--- src/rtl/phaser_multi_pkg.sv ---
// Shared definitions for the multi-channel DCM/PLL phase-shift controller:
// state codes, field widths and an ASCII state-name helper for debug displays.
package phaser_multi_pkg;

  localparam int SM_W  = 3;
  localparam int TMO_W = 8;

  typedef enum logic [SM_W-1:0] {
    S_IDLE     = 3'd0,
    S_WAIT_TMB = 3'd1,
    S_WAIT_DCM = 3'd2,
    S_INIT     = 3'd3,
    S_INC_DEC  = 3'd4,
    S_WAIT_DPS = 3'd5,
    S_UNFIRE   = 3'd6,
    S_ERROR    = 3'd7
  } dps_state_t;

  function automatic logic [63:0] state_ascii(input dps_state_t s);
    logic [63:0] name;
    case (s)
      S_IDLE:     name = "Idle    ";
      S_WAIT_TMB: name = "WaitTMB ";
      S_WAIT_DCM: name = "WaitDCM ";
      S_INIT:     name = "Init    ";
      S_INC_DEC:  name = "IncDec  ";
      S_WAIT_DPS: name = "WaitDPS ";
      S_UNFIRE:   name = "Unfire  ";
      S_ERROR:    name = "Error   ";
      default:    name = "????????";
    endcase
    return name;
  endfunction

endpackage

--- src/rtl/phaser_multi_chan.sv ---
// One phase-shift channel: sequencing FSM, tracked phase counter and the
// psdone watchdog. All outputs except busy are registered.
module phaser_multi_chan
  import phaser_multi_pkg::*;
#(
  parameter int MXPHASE      = 11,
  parameter int PHASE_OFFSET = 0,
  parameter int SHORTEST     = 1,
  parameter int PS_TIMEOUT   = 255
) (
  input  logic               clock,
  input  logic               global_reset_n,
  input  logic               lock_tmb,
  input  logic               lock_dcm,
  input  logic               psdone,
  input  logic               fire,
  input  logic               reset,
  input  logic [MXPHASE-1:0] phase,
  output logic               psen,
  output logic               psincdec,
  output logic               busy,
  output logic [SM_W-1:0]    dps_sm,
  output logic               update_quad,
  output logic [MXPHASE-1:0] current_phase,
  output logic               timeout_err
);

  localparam logic [MXPHASE-1:0] PH_RST   = MXPHASE'(PHASE_OFFSET);
  localparam logic [MXPHASE-1:0] PH_ONE   = MXPHASE'(1);
  localparam logic [TMO_W-1:0]   TMO_LAST = TMO_W'(PS_TIMEOUT - 1);
  localparam logic [TMO_W-1:0]   TMO_ONE  = TMO_W'(1);

  dps_state_t         r_state;
  dps_state_t         r_sm;
  logic [MXPHASE-1:0] r_phase;
  logic [MXPHASE-1:0] r_target;
  logic [TMO_W-1:0]   r_tmo;
  logic               r_psen;
  logic               r_psincdec;
  logic               r_update_quad;
  logic               r_timeout_err;

  logic [MXPHASE-1:0] w_diff;
  logic               w_done;
  logic               w_inc;

  assign w_diff = r_target - r_phase;

  always_comb begin
    // NOTE: defaults first so every path assigns both outputs and no latch is inferred.
    w_done = 1'b0;
    w_inc  = 1'b0;
    if (SHORTEST != 0) begin
      // Modular distance: MSB clear means the forward path is strictly shorter.
      w_done = (w_diff == '0);
      w_inc  = ~w_diff[MXPHASE-1];
    end else begin
      w_done = (r_target == r_phase);
      w_inc  = (r_target > r_phase);
    end
  end

  // NOTE: all state below uses non-blocking assignment so every register samples pre-edge values.
  always_ff @(posedge clock or negedge global_reset_n) begin
    if (!global_reset_n) begin
      r_state       <= S_IDLE;
      r_sm          <= S_IDLE;
      r_phase       <= PH_RST;
      // NOTE: target is reset as well so w_diff never carries X into the next fire.
      r_target      <= PH_RST;
      r_tmo         <= '0;
      r_psen        <= 1'b0;
      r_psincdec    <= 1'b0;
      r_update_quad <= 1'b0;
      r_timeout_err <= 1'b0;
    end else if (reset) begin
      r_state       <= S_IDLE;
      r_sm          <= S_IDLE;
      r_phase       <= PH_RST;
      r_target      <= PH_RST;
      r_tmo         <= '0;
      r_psen        <= 1'b0;
      r_psincdec    <= 1'b0;
      r_update_quad <= 1'b0;
      r_timeout_err <= 1'b0;
    end else begin
      r_psen        <= (r_state == S_INC_DEC);
      r_update_quad <= (r_state == S_WAIT_TMB);
      r_sm          <= r_state;
      case (r_state)
        S_IDLE: if (fire) begin
          r_target <= phase;
          r_state  <= S_WAIT_TMB;
        end
        S_WAIT_TMB: if (lock_tmb) r_state <= S_WAIT_DCM;
        S_WAIT_DCM: if (lock_dcm) r_state <= w_done ? S_UNFIRE : S_INIT;
        S_INIT:     r_state <= S_INC_DEC;
        S_INC_DEC: begin
          r_psincdec <= w_inc;
          r_phase    <= w_inc ? r_phase + PH_ONE : r_phase - PH_ONE;
          r_tmo      <= '0;
          r_state    <= S_WAIT_DPS;
        end
        S_WAIT_DPS: begin
          // psdone is tested first so it wins on the expiry cycle.
          if (psdone) begin
            r_state <= w_done ? S_UNFIRE : S_INC_DEC;
          end else if (r_tmo == TMO_LAST) begin
            r_state       <= S_ERROR;
            r_timeout_err <= 1'b1;
          end else begin
            r_tmo <= r_tmo + TMO_ONE;
          end
        end
        S_UNFIRE: if (!fire) r_state <= S_IDLE;
        S_ERROR:  r_timeout_err <= 1'b1;
        default:  r_state <= S_IDLE;
      endcase
    end
  end

  assign psen          = r_psen;
  assign psincdec      = r_psincdec;
  assign busy          = (r_state != S_IDLE);
  assign dps_sm        = r_sm;
  assign update_quad   = r_update_quad;
  assign current_phase = r_phase;
  assign timeout_err   = r_timeout_err;

endmodule

--- src/rtl/phaser_multi.sv ---
// NCH independent phase-shift channels; this level only replicates the
// channel and slices the packed VME/DCM buses.
module phaser_multi
  import phaser_multi_pkg::*;
#(
  parameter int NCH          = 4,
  parameter int MXPHASE      = 11,
  parameter int PHASE_OFFSET = 0,
  parameter int SHORTEST     = 1,
  parameter int PS_TIMEOUT   = 255
) (
  input  logic                   clock,
  input  logic                   global_reset_n,
  input  logic                   lock_tmb,
  input  logic [NCH-1:0]         lock_dcm,
  output logic [NCH-1:0]         psen,
  output logic [NCH-1:0]         psincdec,
  input  logic [NCH-1:0]         psdone,
  input  logic [NCH-1:0]         fire,
  input  logic [NCH-1:0]         reset,
  input  logic [NCH*MXPHASE-1:0] phase,
  output logic [NCH-1:0]         busy,
  output logic [NCH*SM_W-1:0]    dps_sm_vec,
  output logic [NCH-1:0]         update_quad,
  output logic [NCH*MXPHASE-1:0] current_phase,
  output logic [NCH-1:0]         timeout_err
);

  for (genvar i = 0; i < NCH; i++) begin : g_ch
    phaser_multi_chan #(
      .MXPHASE      (MXPHASE),
      .PHASE_OFFSET (PHASE_OFFSET),
      .SHORTEST     (SHORTEST),
      .PS_TIMEOUT   (PS_TIMEOUT)
    ) u_chan (
      .clock          (clock),
      .global_reset_n (global_reset_n),
      .lock_tmb       (lock_tmb),
      .lock_dcm       (lock_dcm[i]),
      .psdone         (psdone[i]),
      .fire           (fire[i]),
      .reset          (reset[i]),
      .phase          (phase[i*MXPHASE +: MXPHASE]),
      .psen           (psen[i]),
      .psincdec       (psincdec[i]),
      .busy           (busy[i]),
      .dps_sm         (dps_sm_vec[i*SM_W +: SM_W]),
      .update_quad    (update_quad[i]),
      .current_phase  (current_phase[i*MXPHASE +: MXPHASE]),
      .timeout_err    (timeout_err[i])
    );
  end

endmodule

--- config.mk ---
export PLATFORM = sky130hd
export DESIGN_NAME = phaser_multi
export DESIGN_NICKNAME = d
export VERILOG_FILES = /design/src/rtl/phaser_multi_pkg.sv /design/src/rtl/phaser_multi_chan.sv /design/src/rtl/phaser_multi.sv
export SDC_FILE = /design/constraint.sdc
export NUM_CORES = 1
export LEC_CHECK = 0
export ABC_AREA = 1
export CAP_MARGIN = 20
export CORE_UTILIZATION = 50
export DETAILED_ROUTE_END_ITERATION = 8
export PLACE_DENSITY = 0.76
export SYNTH_ARGS = -nofsm -noshare
export SYNTH_HDL_FRONTEND = slang
export SYNTH_SLANG_ARGS = --single-unit
--- constraint.sdc ---
create_clock -name clock -period 3 [get_ports clock]
set_clock_uncertainty 0.05 [all_clocks]
set_input_delay 0.3 -clock clock [delete_from_list [all_inputs] [get_ports clock]]
set_output_delay 0.3 -clock clock [all_outputs]
set_load 0.02 [all_outputs]
After elaboration in Yosys (flattened, before gate mapping)
Index checks and enable logic that the tools add are counted.
Storage, ports and cells
  input port bits: 63
  register bits after elaboration: 160
  ROM bits: 0
  output and inout port bits: 76
  memories: 0
  latch bits: 0
  memory bits (writable): 0
Cells by class
  equal/unequal tests: 64
  order comparisons: 0
  reductions and logical operators: 52
  div/mod/pow operators: 0
  bitwise operators: 4
  multiply operators: 0
  mux-type cells: 113
  shift operators: 0
  add/subtract/negate cells: 16
Operators with widths (number)
  11-bit two-way mux: 24
  3-bit two-way mux: 33
  8-bit two-way mux: 12
  3-bit case mux with 7 select lines: 4
  3-bit != test (second input constant): 24
  8-bit case mux with 2 select lines: 4
  3-bit == test (second input constant): 16
  11-bit by 1-bit adder with 11-bit output (second input constant): 4
  11-bit logical NOT: 4
  11-bit by 1-bit subtractor with 11-bit output (second input constant): 4
  11-bit subtractor: 4
  3-bit nonzero test: 12
  8-bit by 1-bit adder with 8-bit output (second input constant): 4
  8-bit == test (second input constant): 4
  8-bit nonzero test: 4
  1-bit two-way mux: 28
  3-bit by 2-bit == test with 1-bit output (second input constant): 8
  3-bit AND reduction: 8
  6-bit AND reduction: 4
  2-bit nonzero test: 12
  4-bit by 3-bit != test with 1-bit output (second input constant): 4
  3-bit by 1-bit == test with 1-bit output (second input constant): 4
  3-bit logical NOT: 4
  3-bit by 2-bit != test with 1-bit output (second input constant): 4
  4 further kinds: 16

Logic depth before layout (Yosys ltp)
Gate-level depths: netlist of the first run.
  depth in word-level cells: 6
  depth in mapped cells: 22

Modules after synthesis
A second synthesis of the first run with hierarchy kept.
Second synthesis, totals
  cells, all modules: 1547
  area, all modules: 11507.3 µm²
Modules (own cells, without submodules)
  phaser_multi_chan (g_ch[0].u_chan): cells each 392, times used 1, seq. area each 1001.0 µm², area each 2911.5 µm²
  phaser_multi_chan (g_ch[1].u_chan): cells each 388, times used 1, seq. area each 1001.0 µm², area each 2899.0 µm²
  phaser_multi_chan (g_ch[2].u_chan): cells each 386, times used 1, seq. area each 1001.0 µm², area each 2865.2 µm²
  phaser_multi_chan (g_ch[3].u_chan): cells each 381, times used 1, seq. area each 1001.0 µm², area each 2831.5 µm²

Worst setup path after synthesis of the first run
OpenSTA, ideal clock, no wires.
  path kind: reg2reg
  start point: reg g_ch[1].u_chan.r_phase[0]
  end point: reg g_ch[1].u_chan.r_phase[10]
  path slack: -0.032 ns
  period minus slack after synthesis: 3.032 ns
  path buffers: 0
  arrival: 2.865 ns
  stages on the path, launching flop included: 17
  cell sequence: dfrtp_1 ha_1 inv_1 fa_1 nand3_2 nand3_2 nand2_2 nand2_2 ha_1 a21oi_1 nor2_1 a211oi_1 o21ai_2 nand2_1 nand4_1 nand3_1 nand2_1
Between the ends
  cells in the longest elaborated chain, start to end: 4
  elaborated cells between the ends (all ways): 6
  classes of those cells: add/sub (3); mux (3)
RTL lines
  from (decl): line phaser_multi_chan.sv:35  | logic [MXPHASE-1:0] r_phase;
  from (signal assigned): line phaser_multi_chan.sv:100  | r_phase <= w_inc ? r_phase + PH_ONE : r_phase - PH_ONE;
  11-bit by 1-bit adder with 11-bit output, or another cell as far along: line phaser_multi_chan.sv:100
  11-bit two-way mux *: line phaser_multi_chan.sv:100
  11-bit two-way mux *: line phaser_multi_chan.sv:90  | case (r_state)
  11-bit two-way mux *: line phaser_multi_chan.sv:76  | end else if (reset) begin
Every way passes the cells marked *; elsewhere a longest branch is shown, timed or not. The select of a mux whose other input is x is not followed.
A chain may end at the register's enable or synchronous reset.

Worst setup path in the final report of the first run
  start point: reg g_ch[3].u_chan.r_phase[6]
  end point: reg g_ch[3].u_chan.r_phase[10]
Between the ends
  cells in the longest elaborated chain, start to end: 4
  elaborated cells between the ends (all ways): 6
  classes of those cells: add/sub (3); mux (3)
RTL lines (line)
  from (decl): phaser_multi_chan.sv:35
  from (signal assigned): phaser_multi_chan.sv:100
  11-bit by 1-bit adder with 11-bit output, or another cell as far along: phaser_multi_chan.sv:100
  11-bit two-way mux *: phaser_multi_chan.sv:100
  11-bit two-way mux *: phaser_multi_chan.sv:90
  11-bit two-way mux *: phaser_multi_chan.sv:76
Marked as above.

==> impl_metrics.toml, run 1 <==
[routing]
num_vias = 10893
via_per_inst = 5.377
firstDrtPassIters = 5
drt_iter0_markers = 592
antenna_left = 0
drc = 0
wl_um = 29760
wl_per_cell_um = 14.69

[cells_and_area]
num_antenna_cells = 0
area_growth_pct = 28.53
final_core_util_pct = 66.51
drive_gt1_share_pct = 15.06
nets = 1888

[timing]
setup_viol = 0
worst_pin_slew_ns = 0.6125
fmax_mhz = 345.7
rsz0062_at_grt = "true"
hold_viol_final = 0
relSlewSlack_pct = 59.16
finalCriticalPeriod_ns = 2.892
finalCritPeriodShare_pct = 96.41
timing.final.ws_setup_ns = 0.1077
final_max_slew_viol_count = 0

[clock_tree]
clockRootBuffer = "clkbuf_16"
clk_path_buf_depth = 2
htreeDepth = 4
worstSkewPairLatency_ns = 0.44
cts_tree = "done"
clkSinkCount = 160
clkTransAtPathRegs_ns = 0.07
cts_inserted_buffers = 17

[worst_setup_path]
cp_top_family = "simple AND/OR/NAND/NOR gates"
cp-end-kind = "flip-flop"
worstPathMaxFanout = 10
crit_path_frequent_cell = "nand2_1"
worstSetupPathType = "reg -> reg"
critPathBufInv = 1
cp.required_ns = 3.32
cp_slowest_cell = "dfrtp_1"
critPathMaxStageDelay_ns = 0.40
start_kind = "flip-flop"
cp_cell_sequence = "inv_1 > ha_1 > nand2_1 > nor2_2 > nand3_2 > nand3_1 > nand2_2 > nand2_8 > ha_4 > a21oi_2 > nor2_1 > a211oi_2 > o21ai_4 > nand2_1 > nand2_1 > nand2_1 > nand2_1 > o21ai_1"
arrival_ns = 3.21

[synthesis]
synth_edf_count = 0
yosysUniqueCellTypes = 59
synth-seq-cells = 160
netlist_instances = 1545
synth_top_area_cell = "dfrtp_1"
synthFlopType = "dfrtp_1"
syn_avg_cell_area_sq_um = 7.400
synth_top_area_share_pct = 35.02
synth_common_cells = "nand2_1 (324), inv_1 (228), dfrtp_1 (160), nand3_1 (125), nor2_1 (116)"
synth_most_common_cell = "nand2_1"
synth_area_sq_um = 11430
yosysSeqAreaShare_pct = 35.02
async_flop_share_pct = 100.0
synthTopCellsByArea = "dfrtp_1 (35%), nand2_1 (11%), ha_1 (9.6%)"
syn_nets = 1700
ys_warn_count = 0

[place]
gp_congestion = 0.9202
numPortBuffers = 138
place_ws_ns = -0.008424
dpl.hpwl_um = 21300

[power_and_ir_drop]
powerDensity_nw_per_um2 = 600.3
peakVddDrop_mv = 0.3268
power.leakage_nw = 6.874

[grt]
grt_max_degree = 70
antenna_found_initial = 0
grt_pass1_vias = 10396
grt_pass1_wl_um = 48480
groute.usage.overall_pct = 25.22
grt-ovfl-total = 0

[die]
start_util_pct = 51.75
rows = 54
core-area_sq_um = 22090
fp.dieH_um = 153.2
die_area_sq_um = 23480
die_x_um = 153.2
io_pins = 139

[worst_hold_path]
hold_path.class = "in -> async"

[run_status]
status = "complete, no violations"

[job]
cap_viol_max_count = 0
[kinds of logic after synthesis]
family | after synthesis | share of synthesized area, %
AOI/OAI and AO/OA | 277 | 13.93
xor gates and xnor gates | 42 | 3.217
adders and majority gates | 92 | 10.33
buffers and inverters | 284 | 10.10
DFF | 160 | 35.02
and+or+nand+nor | 690 | 27.40
[power by group]
group          total (mW)  leakage, nW  internal [mW]  switching (mW)
Clock                2.57        0.327           1.65           0.926
Sequential           2.51         2.17           2.34           0.171
Combinational        3.74         4.37           1.50            2.25
[worst paths after layout]
kind / from / end / slack, ns / depth (start not counted)
max: g_ch[3].u_chan.current_phase[6] / g_ch[3].u_chan.current_phase[10] / 0.11 / 18
min: global_reset_n / g_ch[3].u_chan.psen / 0.36 / 2
max reg2reg: g_ch[3].u_chan.current_phase[6] / g_ch[3].u_chan.current_phase[10] / 0.11 / 18
min reg2reg: g_ch[2].u_chan.psincdec / g_ch[2].u_chan.psincdec / 0.43 / 2
max in group asynchronous: global_reset_n / g_ch[1].u_chan.r_target[3] / 1.64 / 3
min in group clock: phase[4] / g_ch[0].u_chan.r_target[4] / 0.38 / 3
[worst register-to-register path, stage by stage (launching register included)]
cell,delay (ns)
dfrtp_1,0.40
inv_1,0.09
ha_1,0.30
nand2_1,0.08
nor2_2,0.18
nand3_2,0.13
nand3_1,0.14
nand2_2,0.12
nand2_8,0.14
ha_4,0.22
a21oi_2,0.15
nor2_1,0.07
a211oi_2,0.27
o21ai_4,0.12
nand2_1,0.08
nand2_1,0.06
nand2_1,0.06
nand2_1,0.04
o21ai_1,0.12
[placed cells by master (no fill, tap or decap), types with 4 or more instances in the layout]
master and instances:
ha_1 58, nand2_1 316, nand2_4 7, ha_2 4, bufinv_16 7, nor2_1 111
nor3b_1 6, o21ai_0 101, a211oi_2 5, nor3_2 4, nand4_1 29, nand2_2 22
xor2_1 29, a211oi_1 4, nor2_2 21, o21bai_1 12, o22ai_1 15, nand3_1 124
buf_4 65, clkdlybuf4s50_1 137, a21oi_1 75, clkbuf_16 17, nand3_2 10, ha_4 26
inv_1 219, a21oi_2 16, xnor2_1 13, nor3_1 26, o21ai_1 17, inv_2 23
dfrtp_1 157, o21a_1 7
[area by class of cell]
type                            instances  area (sq um)
Clock buffer                           18         429.2
Clock inverter                         14         260.3
Fill cell                            1813          7398
Inverter                              245         927.1
Multi-Input combinational cell       1102          6798
Sequential cell                       160          4008
Tap cell                              280         350.3
Timing Repair Buffer                  207          1923
[state kept, by name, summed over array words and instances, names as in the netlist]
register / cells
g_ch.u_chan.current_phase: 44
g_ch.u_chan.r_target: 44
g_ch.u_chan.update_quad: 4
g_ch.u_chan.r_state: 12
g_ch.u_chan.r_tmo: 32
g_ch.u_chan.timeout_err: 4
g_ch.u_chan.psincdec: 4
g_ch.u_chan.dps_sm: 12
g_ch.u_chan.psen: 4
[through the flow]
| step | power [mW] | hold WS [ns] | TNS, ns | std cells | cell area (sq um) |
|---|---|---|---|---|---|
| after global routing | 9.412 | 0.4014 | -0.5106 | 2026 | 14700 |
| after CTS | 8.446 | 0.3645 | -0.0009934 | 2011 | 14070 |
| after floorplan | 4.937 | -0.04559 | 0 | 1545 | 11440 |
| after global placement | 5.774 | 0.2857 | 0 | 1978 | 13360 |
| final | 8.822 | 0.3586 | 0 | 2026 | 14700 |
| after detailed placement | 5.823 | 0.2868 | -0.008424 | 1978 | 13360 |
[what timing repair did]
action,4_1_cts,5_1_grt
setup endpoints to repair,7,26
endpoints found under the hold margin,59,0
gates resized for setup,3,88
setup buffers,0,14
pin swaps,0,20
hold buffers,1,0
cloned,0,1
[routing by layer]
layer / part of all wire [%] / global-route usage, %
met1: 44 / 32.38
met2: 49 / 43.42
met3: 4.3 / 3.629
met4: 2.4 / 8.610
met5: 0 / 0
No activity file was read; power rests on OpenSTA's default activity.
==> run 2: changes to the inputs <==
==> constraint.sdc (replaced) <==
create_clock -name clock -period 3 [get_ports clock]
set_clock_uncertainty 0.05 [all_clocks]
set_input_delay 0.3 -clock clock [delete_from_list [all_inputs] [get_ports clock]]
set_output_delay 0.3 -clock clock [all_outputs]
set_load 0.005 [all_outputs]
==> impl_metrics.toml, run 2 (synthesized netlist as in run 1, its figures left out) <==
[run_status]
status = "complete, no violations"

[clock_tree]
worstSkewPairLatency_ns = 0.44
clkSinkCount = 160
cts_tree = "done"
clk_path_buf_depth = 2
clockRootBuffer = "clkbuf_16"
clkTransAtPathRegs_ns = 0.07
cts_inserted_buffers = 17
htreeDepth = 4

[die]
die_area_sq_um = 23480
rows = 54
die_x_um = 153.2
core-area_sq_um = 22090
io_pins = 139
fp.dieH_um = 153.2
start_util_pct = 51.75

[timing]
fmax_mhz = 338.9
holdWs_ns = 0.3796
worst_pin_slew_ns = 0.6177
final_max_slew_viol_count = 0
relSlewSlack_pct = 58.82
hold_viol_final = 0
finalCriticalPeriod_ns = 2.951
setup_tns_ns = 0
setup_viol = 0
rsz0062_at_grt = "true"
finalCritPeriodShare_pct = 98.36

[worst_setup_path]
arrival_ns = 3.25
critPathMaxStageDelay_ns = 0.42
crit_path_frequent_cell = "nand2_1"
cp_slowest_cell = "dfrtp_2"
cp-end-kind = "flip-flop"
cp_cell_sequence = "inv_1 > ha_1 > nand2_1 > inv_1 > a21oi_2 > nand3_2 > nand2_4 > nand2_4 > buf_4 > ha_1 > a21oi_1 > o21ai_0 > a21o_1 > buf_4 > nand2_1 > nand2_1 > o22ai_1"
start_kind = "flip-flop"
worstPathMaxFanout = 6
worstSetupPathType = "reg -> reg"
cp.required_ns = 3.30

[power_and_ir_drop]
powerDensity_nw_per_um2 = 580.1
peakVddDrop_mv = 0.3735
power.leakage_nw = 6.853

[cells_and_area]
drive_gt1_share_pct = 14.38
seq_area_sq_um = 4009
area_growth_pct = 27.84
fillers = 1800
nets = 1888
final_cell_mix = "nand2_1 (320), inv_1 (223), dfrtp_1 (156)"
final_cells = 2025
num_antenna_cells = 0
final_common_cell = "nand2_1"
multiInputGateArea_sq_um = 6784
fin_area_sq_um = 14620

[routing]
drc = 0
via_per_inst = 5.381
drt_iter0_markers = 507
num_vias = 10897
wl_um = 29580
firstDrtPassIters = 5
antenna_left = 0
wl_per_cell_um = 14.60

[place]
placed_cells = 1972
dpl.hpwl_um = 21490
gp_congestion = 0.9755
numPortBuffers = 138
dpl_cell_area_sq_um = 13320

[grt]
globalRouteMet3Util_pct = 3.686
met2_usage_pct = 42.88
grt-ovfl-total = 0
grt_pass1_wl_um = 48450
use_met1_pct = 33.25
busiest_layer = "met2"
grt_pass1_vias = 10358
groute.usage.overall_pct = 25.21
grt_max_degree = 63
antenna_found_initial = 0

[job]
cap_viol_max_count = 0

[worst_hold_path]
hold_path.class = "in -> reg"
-- run 2: cell types whose count changed in the layout (fill, tap and decap cells not counted), moves of 2 or more --
| cell | delta |
|---|---|
| a21oi_1 | +4 |
| a21oi_2 | -5 |
| bufinv_16 | -3 |
| clkinv_2 | +2 |
| ha_1 | +2 |
| ha_2 | -3 |
| inv_1 | +4 |
| inv_2 | -4 |
| nand2_1 | +4 |
| nand2_2 | -4 |
-- run 2: per-layer routing --
| layer | share of wire, % | routed length, um | vias up |
|---|---|---|---|
| met5 | 0 | 0 | - |
| met4 | 1.4 | 400 | 0 |
| met3 | 4.1 | 1211 | 43 |
| met2 | 49 | 14630 | 295 |
| met1 | 45 | 13340 | 5121 |
| li1 | - | - | 5438 |
-- run 2: cell type report --
cell class / instances / share of cell area (%)
clock buffers: 20 / 3.056
clock inverters: 11 / 1.121
inverters: 245 / 6.343
multi-input cells: 1102 / 46.41
flip-flops and latches: 160 / 27.43
well taps: 280 / 2.397
repair buffers: 207 / 13.24
-- run 2: worst max-delay path, delay by kind of cell, from the launching register on --
kind,cells,cell delay [ns]
adders and majority gates,2,0.58
and+or+nand+nor,6,0.62
buffers and inverters,4,0.43
DFF,1,0.42
AOI/OAI and AO/OA,5,0.75
-- run 2: worst paths after layout --
check,start,end,slack [ns],depth (start not counted)
worst max-delay path,g_ch[0].u_chan.current_phase[8],g_ch[0].u_chan.current_phase[6],0.05,17
max in group asynchronous,global_reset_n,g_ch[0].u_chan.r_state[2],1.78,3
worst min-delay path,phase[3],g_ch[0].u_chan.r_target[3],0.38,3
worst max register to register,g_ch[0].u_chan.current_phase[8],g_ch[0].u_chan.current_phase[6],0.05,17
min in group asynchronous,global_reset_n,g_ch[3].u_chan.current_phase[9],0.39,2
worst min register to register,g_ch[2].u_chan.psincdec,g_ch[2].u_chan.psincdec,0.44,2
-- run 2: what timing repair did --
action,in CTS,in global routing
buffers inserted,0,20
endpoints found under the setup margin,3,26
cloned,0,1
resized for setup,2,84
pin swaps,0,18
hold buffers,1,0
endpoints found under the hold margin,60,0
-- run 2: stage by stage --
step           total power, mW  util, %  worst slack [ns]
2_1_floorplan            4.846        -           0.08647
3_3_place_gp             5.639    60.31           0.05351
3_5_place_dp             5.733    60.31          -0.02578
4_1_cts                  8.088    63.15          0.003335
5_1_grt                  9.056    66.16          -0.08074
6_report                 8.478    66.16           0.04932
-- run 2: power breakdown --
| group | total (mW) | internal, mW | switching (mW) |
|---|---|---|---|
| Sequential | 2.50 | 2.34 | 0.164 |
| Clock | 2.32 | 1.41 | 0.913 |
| Combinational | 3.66 | 1.49 | 2.17 |
